$ cat config.mk
export PLATFORM = sky130hd
export DESIGN_NAME = imem_fetch_ctrl
export DESIGN_NICKNAME = d
export VERILOG_FILES = /design/src/rtl/imem_fetch_ctrl.sv
export SDC_FILE = /design/constraint.sdc
export NUM_CORES = 1
export LEC_CHECK = 0
export CORE_MARGIN = 5
export CORE_UTILIZATION = 53
export CTS_CLUSTER_SIZE = 8
export DETAILED_ROUTE_END_ITERATION = 6
export PLACE_DENSITY = 0.8
export SLEW_MARGIN = 20
export SYNTH_ARGS = -nofsm -noshare
export SYNTH_HDL_FRONTEND = slang
export SYNTH_SLANG_ARGS = --single-unit
$ cat constraint.sdc
create_clock -name clk -period 4.05 [get_ports clk]
set_clock_uncertainty 0.2 [all_clocks]
set_input_delay 0.81 -clock clk [delete_from_list [all_inputs] [get_ports clk]]
set_output_delay 0.81 -clock clk [all_outputs]
set_load 0.005 [all_outputs]
$ cat src/rtl/imem_fetch_ctrl.sv
// Instruction-fetch sequencer: owns the fetch PC, issues one ROM read per cycle
// while buffer credit allows, and queues returning words with their PC for decode.
//   state | meaning
//   IDLE  | fetch_en low, no new reads issued
//   RUN   | fetch_en high, issue whenever credit is available
module imem_fetch_ctrl #(
  parameter int unsigned ADDR_W   = 10,
  parameter int unsigned DEPTH    = 2,
  parameter logic [31:0] RESET_PC = 32'h0000_0000
) (
  input  logic              clk,
  input  logic              reset_n,
  input  logic              fetch_en,
  input  logic              redirect_valid,
  input  logic [31:0]       redirect_pc,
  output logic [ADDR_W-1:0] imem_addr,
  input  logic [31:0]       imem_dout,
  output logic              out_valid,
  output logic [31:0]       out_instr,
  output logic [31:0]       out_pc,
  input  logic              out_ready,
  output logic              busy
);

  localparam int unsigned PTR_W = (DEPTH > 1) ? $clog2(DEPTH) : 1;
  localparam int unsigned CNT_W = $clog2(DEPTH + 1);

  typedef enum logic [0:0] {IDLE, RUN} state_t;

  state_t             state_q, state_d;
  logic [31:0]        fetch_pc_q, fetch_pc_d;
  logic [31:0]        inflight_pc_q, inflight_pc_d;
  logic               inflight_q, inflight_d;
  logic [PTR_W-1:0]   wr_ptr_q, wr_ptr_d, rd_ptr_q, rd_ptr_d;
  logic [CNT_W-1:0]   count_q, count_d;
  logic [31:0]        instr_mem_q [DEPTH];
  logic [31:0]        pc_mem_q    [DEPTH];
  logic               pop, push, issue;
  logic [CNT_W:0]     credit_used;

  function automatic logic [PTR_W-1:0] ptr_inc(input logic [PTR_W-1:0] p);
    return (p == PTR_W'(DEPTH - 1)) ? '0 : p + 1'b1;
  endfunction

  always_ff @(posedge clk or negedge reset_n) begin
    if (!reset_n) begin
      state_q       <= IDLE;
      fetch_pc_q    <= RESET_PC;
      inflight_pc_q <= '0;
      inflight_q    <= 1'b0;
      wr_ptr_q      <= '0;
      rd_ptr_q      <= '0;
      count_q       <= '0;
    end else begin
      state_q       <= state_d;
      fetch_pc_q    <= fetch_pc_d;
      inflight_pc_q <= inflight_pc_d;
      inflight_q    <= inflight_d;
      wr_ptr_q      <= wr_ptr_d;
      rd_ptr_q      <= rd_ptr_d;
      count_q       <= count_d;
    end
  end

  always_ff @(posedge clk or negedge reset_n) begin
    if (!reset_n) begin
      for (int i = 0; i < DEPTH; i++) begin
        instr_mem_q[i] <= '0;
        pc_mem_q[i]    <= '0;
      end
    end else if (push) begin
      instr_mem_q[wr_ptr_q] <= imem_dout;
      pc_mem_q[wr_ptr_q]    <= inflight_pc_q;
    end
  end

  always_comb begin
    state_d = state_q;
    case (state_q)
      IDLE:    if (fetch_en)  state_d = RUN;
      RUN:     if (!fetch_en) state_d = IDLE;
      default: state_d = IDLE;
    endcase
  end

  // Credit counts the slot an in-flight word will need, less the one freed by a pop.
  always_comb begin
    pop         = out_valid & out_ready;
    push        = inflight_q & ~redirect_valid;
    credit_used = {1'b0, count_q} + (CNT_W + 1)'(inflight_q) - (CNT_W + 1)'(pop);
    issue       = (state_q == RUN) & ~redirect_valid & (credit_used < (CNT_W + 1)'(DEPTH));

    fetch_pc_d    = fetch_pc_q;
    inflight_pc_d = inflight_pc_q;
    inflight_d    = issue;
    wr_ptr_d      = wr_ptr_q;
    rd_ptr_d      = rd_ptr_q;
    count_d       = count_q;

    if (issue) begin
      inflight_pc_d = fetch_pc_q;
      fetch_pc_d    = fetch_pc_q + 32'd4;
    end

    if (redirect_valid) begin
      fetch_pc_d = redirect_pc & ~32'h3;
      wr_ptr_d   = rd_ptr_q;
      count_d    = '0;
    end else begin
      if (push) wr_ptr_d = ptr_inc(wr_ptr_q);
      if (pop)  rd_ptr_d = ptr_inc(rd_ptr_q);
      count_d = count_q + CNT_W'(push) - CNT_W'(pop);
    end
  end

  assign imem_addr = fetch_pc_q[ADDR_W+1:2];
  assign out_valid = (count_q != '0);
  assign out_instr = instr_mem_q[rd_ptr_q];
  assign out_pc    = pc_mem_q[rd_ptr_q];
  assign busy      = inflight_q | (count_q != '0);

endmodule

==> impl_metrics.py, run 1 <==
metrics = {
    "power_and_ir_drop": {
        "power.switching_uw": 2390,
        "netSwitchingFraction_pct": 29.8,
        "intPower_uw": 5620,
        "comb_power_share_pct": 38.2,
        "cellLeakagePower_uw": 0.00484,
        "seq_power_share_pct": 40.7,
        "power.density_nw_per_um2": 735,
        "clockPowerShare_pct": 21.1,
        "ir_drop_v": 0.000401,
    },
    "yosys": {
        "synth-async-reset-ratio_pct": 100,
        "netlist_instances": 708,
        "syn_avg_cell_area_sq_um": 12.3,
        "ys_seq_elements": 190,
        "post-synth-top-area-cell": "dfrtp_1",
        "synth_area_leaders": "dfrtp_1, mux2_2, nand2_1",
        "synth_edf_count": 0,
        "synth_top_area_share_pct": 54.7,
        "syn_area_sq_um": 8690,
        "seq_area_frac_synth_pct": 54.7,
        "ys.warnings.count": 0,
        "synthFlopType": "dfrtp_1",
        "ys_types": 45,
    },
    "routing": {
        "wl_per_cell_microns": 18.5,
        "drt_iter0_markers": 485,
        "wl_mm": 19.6,
        "vias": 6038,
        "drcViolationCount": 0,
        "vias_per_cell": 5.69,
        "ant_nets": 0,
        "drt_pass1_iterations": 5,
    },
    "layout": {
        "syn_to_final_growth_pct": 25.4,
        "diodes": 0,
        "multiInputGateArea_sq_um": 3660,
        "num-nets-final": 907,
        "seqCellArea_sq_um": 4760,
        "fin_area_sq_um": 10900,
        "nFillCells": 1178,
        "drive_gt1_share_pct": 28.5,
    },
    "worst_setup_path": {
        "path_cells": "or2_2 -> and2_1 -> ha_1 -> nand2b_1 -> fa_1 -> xor2_2 -> or3_4 -> inv_1 -> nor2_1 -> o21ai_0 -> nand3_1",
        "critPathArrivalTime_ns": 3.83,
        "critical_path_class": "flip-flop to flip-flop",
        "critPathRequiredTime_ns": 4.20,
        "rrSetupSlack_ns": 0.36,
        "cp_slowest_stage_delay_ns": 0.67,
        "critPathSlowestCell": "nor2_1",
        "path_max_fanout": 11,
        "worstPathBufferInverterCount": 1,
        "worstSetupEndpointType": "flip-flop",
        "startpoint_type": "flip-flop",
        "critPathTopFamily": "simple AND/OR/NAND/NOR gates",
    },
    "grt": {
        "grt_usage_pct": 20.8,
        "grt_busiest_layer": "met2",
        "grt_pass1_wl_mm": 33.2,
        "grt_pass1_vias": 6566,
        "grt_max_degree": 79,
        "antenna_found_initial": 0,
        "globalRouteOverflowTotal": 0,
        "grt_util_met2_pct": 34.8,
        "use_met3_pct": 4.21,
        "met1_usage_pct": 27.9,
    },
    "die": {
        "start_util_pct": 54.3,
        "die_area_sq_um": 19000,
        "core-area_sq_um": 16000,
        "die_w_microns": 138,
        "dieHeight_microns": 138,
        "row_count": 46,
        "io_pins": 145,
    },
    "sta": {
        "max_freq_ghz": 0.271,
        "relSlewSlack_pct": 35.5,
        "rsz0062_at_grt": "false",
        "fin_ws_ns": 0.365,
        "drv_slew": 0,
        "worst_hold_slack_ns": 0.197,
        "setup_violations": 0,
        "finalCritPeriodShare_pct": 91.0,
        "period_needed_ns": 3.69,
        "fin_setup_tns_ns": 0,
        "hold_violations": 0,
        "worst_slew_pin_slew_ns": 0.967,
    },
    "clock_tree": {
        "root_buffer": "clkbuf_16",
        "clk_pin_slew_worst_paths_ns": 0.07,
        "clockBufferDepth": 2,
        "cts_tree": "done",
        "post_cts.repair.setup_buffers": 0,
        "clock_latency_ns": 0.42,
        "cts.sinks": 190,
        "postCtsHoldBufs": 0,
        "numCtsBuffers": 17,
        "cts_max_level": 4,
        "cts-resized-gates": 0,
    },
    "worst_hold_path": {
        "hold_path.class": "primary input to asynchronous set/reset pin",
    },
    "place": {
        "dp_hpwl_mm": 13.2,
        "gp_congestion": 0.888,
        "placed_area_sq_um": 10300,
        "place_ws_ns": 0.0689,
        "numPortBuffers": 140,
    },
    "job": {
        "drv_cap": 0,
    },
    "run_status": {
        "status": "completed",
    },
}
power by group through the flow:
stage / Sequential, uW / Combinational [uW] / Clock (uW)
after floorplan: 3050 / 1770 / 0
after global placement: 3190 / 3000 / 0
after detailed placement: 3280 / 3080 / 0
after CTS: 3250 / 3110 / 1720
after global routing: 3360 / 3310 / 1800
final: 3260 / 3060 / 1690
cell type report:
cell class / count / share of cell area (%)
Multi-Input combinational cell: 462 / 33.6
Clock inverter: 13 / 1.50
Tap cell: 216 / 2.48
Timing Repair Buffer: 154 / 14.6
Sequential cell: 190 / 43.7
Clock buffer: 18 / 3.94
Inverter: 8 / 0.276
worst paths after layout:
check | cells past startpoint | to | startpoint
max in group asynchronous | 2 | instr_mem_q[34] | reset_n
max reg2reg | 11 | fetch_pc_q[25] | count_q[1]
max | 11 | fetch_pc_q[25] | count_q[1]
min in group clk | 2 | inflight_pc_q[31] | inflight_pc_q[31]
min | 1 | instr_mem_q[23] | reset_n
min reg2reg | 2 | inflight_pc_q[31] | inflight_pc_q[31]
metal layers:
metal  part of all wire (%)  up-vias
met2                     50      215
met3                    5.6       22
li1                       -     2758
met1                     44     3043
met5                      0        -
met4                    1.1        0
cell usage after synthesis, drive strengths merged (7+ instances only):
| cell type | instances |
|---|---|
| mux2 | 186 |
| nand3 | 17 |
| or3 | 7 |
| inv | 8 |
| buf | 37 |
| clkbuf | 12 |
| o21ai | 16 |
| o211ai | 7 |
| dfrtp | 190 |
| o311ai | 16 |
| nand4 | 13 |
| nor2 | 13 |
| nand2 | 124 |
kinds of logic after synthesis:
group,Yosys count,synth area share (%)
compound gates,60,4.96
xor+xnor,7,0.792
fa+ha+maj,5,0.807
buf+inv,57,3.41
flops,190,54.7
mux,188,24.3
other cells,1,0.0432
simple gates,200,10.9
placed cells by master, fill, tap and decap left out, types with 5 or more instances in the layout:
cell type | synthesis | final
buf_12 | 0 | 6
o311ai_0 | 16 | 16
xnor2_1 | 5 | 5
nor2_1 | 13 | 12
a221o_1 | 5 | 5
buf_4 | 13 | 8
clkdlybuf4s50_1 | 0 | 139
or3_1 | 6 | 6
nand2_1 | 123 | 123
a21oi_1 | 6 | 6
o21ai_0 | 16 | 16
o211ai_1 | 7 | 7
nand4_1 | 12 | 12
inv_1 | 8 | 8
clkbuf_16 | 0 | 17
dfrtp_1 | 190 | 189
nand3_1 | 17 | 16
mux2_2 | 186 | 186
per-stage QoR:
step / cells / util (%) / power (uW)
after floorplan: 709 / - / 4820
after global placement: 1030 / 64.4 / 6190
after detailed placement: 1030 / 64.4 / 6360
after CTS: 1061 / 68.1 / 8080
after global routing: 1061 / 68.1 / 8470
final: 1061 / 68.1 / 8010
flip-flops by register name, summed over array words and instances, names as in the netlist:
signal	cells
instr_mem_q	64
wr_ptr_q	1
pc_mem_q	60
inflight_q	1
rd_ptr_q	1
state_q	1
count_q	2
inflight_pc_q	30
fetch_pc_q	30
Power figures use the tool's default switching activity.
==> run 2: changes to the inputs <==
- CAP_MARGIN: not set -> 40
==> impl_metrics.py, run 2 (same netlist as run 1, synthesis figures left out) <==
metrics = {
    "run_status": {
        "status": "completed",
    },
    "clock_tree": {
        "cts_tree": "done",
        "cts.sinks": 190,
        "root_buffer": "clkbuf_16",
        "postCtsHoldBufs": 0,
        "post_cts.repair.setup_buffers": 0,
        "cts_max_level": 4,
        "cts-resized-gates": 0,
        "clk_pin_slew_worst_paths_ns": 0.07,
        "clockBufferDepth": 2,
        "clock_latency_ns": 0.43,
        "numCtsBuffers": 17,
    },
    "worst_setup_path": {
        "critical_path_class": "flip-flop to flip-flop",
        "worstSetupEndpointType": "flip-flop",
        "path_cells": "or2_2 -> and2_1 -> ha_1 -> nand2b_1 -> fa_1 -> xor2_2 -> or3_4 -> inv_1 -> buf_12 -> nand2_2 -> o211ai_1 -> o311ai_0",
        "critPathTopFamily": "simple AND/OR/NAND/NOR gates",
        "critPathRequiredTime_ns": 4.13,
        "critPathCapture": "fetch_pc_q[12]",
        "critPathSlowestCell": "dfrtp_1",
        "worstPathBufferInverterCount": 2,
        "regToRegEndpoint": "fetch_pc_q[12]",
        "path_max_fanout": 15,
        "critPathLaunch": "count_q[1]",
        "rrSetupSlack_ns": 0.44,
        "startpoint_type": "flip-flop",
        "rr_worst_depth": 12,
        "crit_cells": 12,
        "cp_slowest_stage_delay_ns": 0.48,
        "critPathArrivalTime_ns": 3.69,
        "reg2reg_from": "count_q[1]",
    },
    "grt": {
        "grt_pass1_wl_mm": 33.0,
        "grt_usage_pct": 20.7,
        "antenna_found_initial": 0,
        "grt_pass1_vias": 6620,
        "grt_max_degree": 79,
        "globalRouteOverflowTotal": 0,
    },
    "sta": {
        "finalCritPeriodShare_pct": 89.0,
        "worst_slew_pin_slew_ns": 0.682,
        "setup_violations": 0,
        "rsz0062_at_grt": "false",
        "drv_slew": 0,
        "period_needed_ns": 3.61,
        "max_freq_ghz": 0.277,
        "relSlewSlack_pct": 54.1,
        "fin_setup_tns_ns": 0,
        "hold_violations": 0,
        "fin_ws_ns": 0.444,
    },
    "job": {
        "drv_cap": 0,
    },
    "layout": {
        "largest_reg_flops": 64,
        "final_core_util_pct": 68.5,
        "diodes": 0,
        "instances_no_fill": 1063,
        "top_regs": "instr_mem_q x64, pc_mem_q x60",
        "final_common_cell": "dfrtp_1",
        "num-nets-final": 909,
        "syn_to_final_growth_pct": 26.3,
        "drive_gt1_share_pct": 28.7,
        "regMostFlops": "instr_mem_q",
        "mostFrequentLayoutCells": "dfrtp_1, mux2_2, clkdlybuf4s50_1, nand2_1, clkbuf_16",
    },
    "place": {
        "place_ws_ns": 0.0503,
        "dp_hpwl_mm": 13.4,
        "numPortBuffers": 140,
        "dp_cells": 1031,
        "gp_congestion": 0.888,
    },
    "die": {
        "start_util_pct": 54.3,
        "dieHeight_microns": 138,
        "core-area_sq_um": 16000,
        "row_count": 46,
        "die_w_microns": 138,
        "die_area_sq_um": 19000,
        "io_pins": 145,
    },
    "worst_hold_path": {
        "hold_path.class": "primary input to asynchronous set/reset pin",
    },
    "routing": {
        "ant_nets": 0,
        "vias": 6037,
        "drt_iter0_markers": 385,
        "wl_mm": 19.6,
        "drcViolationCount": 0,
        "drt_pass1_iterations": 5,
        "wl_per_cell_microns": 18.4,
        "vias_per_cell": 5.68,
    },
    "power_and_ir_drop": {
        "cellLeakagePower_uw": 0.00487,
        "power.density_nw_per_um2": 741,
        "ir_drop_v": 0.000365,
    },
}
-- run 2: power by group --
| group | total [uW] | internal [uW] | leakage [uW] | switching (uW) |
|---|---|---|---|---|
| clock network | 1810 | 1100 | 0.000299 | 717 |
| registers | 3260 | 2700 | 0.00237 | 561 |
| logic | 3060 | 1950 | 0.00220 | 1100 |
-- run 2: per-layer routing --
| layer | track usage [%] | wire, microns | share of wire [%] | up-vias |
|---|---|---|---|---|
| li1 | - | - | - | 2764 |
| met3 | 4.93 | 1060 | 5.4 | 22 |
| met1 | 27.3 | 8610 | 44 | 3024 |
| met5 | 0 | 0 | 0 | - |
| met2 | 34.3 | 9670 | 49 | 227 |
| met4 | 6.50 | 222 | 1.1 | 0 |
-- run 2: worst min-delay path by stage --
stage                   endpoint         startpoint  depth (start not counted)  slack (ns)
4_1_cts          instr_mem_q[55]            reset_n                          1        0.22
6_report         instr_mem_q[23]            reset_n                          1        0.20
2_1_floorplan  inflight_pc_q[31]     fetch_pc_q[31]                          2        0.25
3_3_place_gp   inflight_pc_q[26]  inflight_pc_q[26]                          2        0.28
3_5_place_dp        pc_mem_q[25]       pc_mem_q[25]                          1        0.29
5_1_grt          instr_mem_q[23]            reset_n                          1        0.23
-- run 2: worst register-to-register path, cell delays in order (launching register included) --
cell      delay (ns)
dfrtp_1         0.48
or2_2           0.32
and2_1          0.20
ha_1            0.29
nand2b_1        0.16
fa_1            0.41
xor2_2          0.17
or3_4           0.40
inv_1           0.21
buf_12          0.18
nand2_2         0.09
o211ai_1        0.19
o311ai_0        0.17
-- run 2: area by class of cell --
type                    instances  area (sq um)
clock buffers                  18           429
well taps                     216           270
inverters                       8          30.0
repair buffers                156          1610
fillers                      1170          5030
clock inverters                13           211
flip-flops and latches        190          4760
multi-input cells             462          3660
-- run 2: through the flow --
step | hold WS, ns | total power (uW) | cell area [sq um]
2_1_floorplan | 0.250 | 4820 | 8690
3_3_place_gp | 0.276 | 6190 | 10300
3_5_place_dp | 0.287 | 6370 | 10300
4_1_cts | 0.221 | 8210 | 11000
5_1_grt | 0.232 | 8600 | 11000
6_report | 0.200 | 8130 | 11000
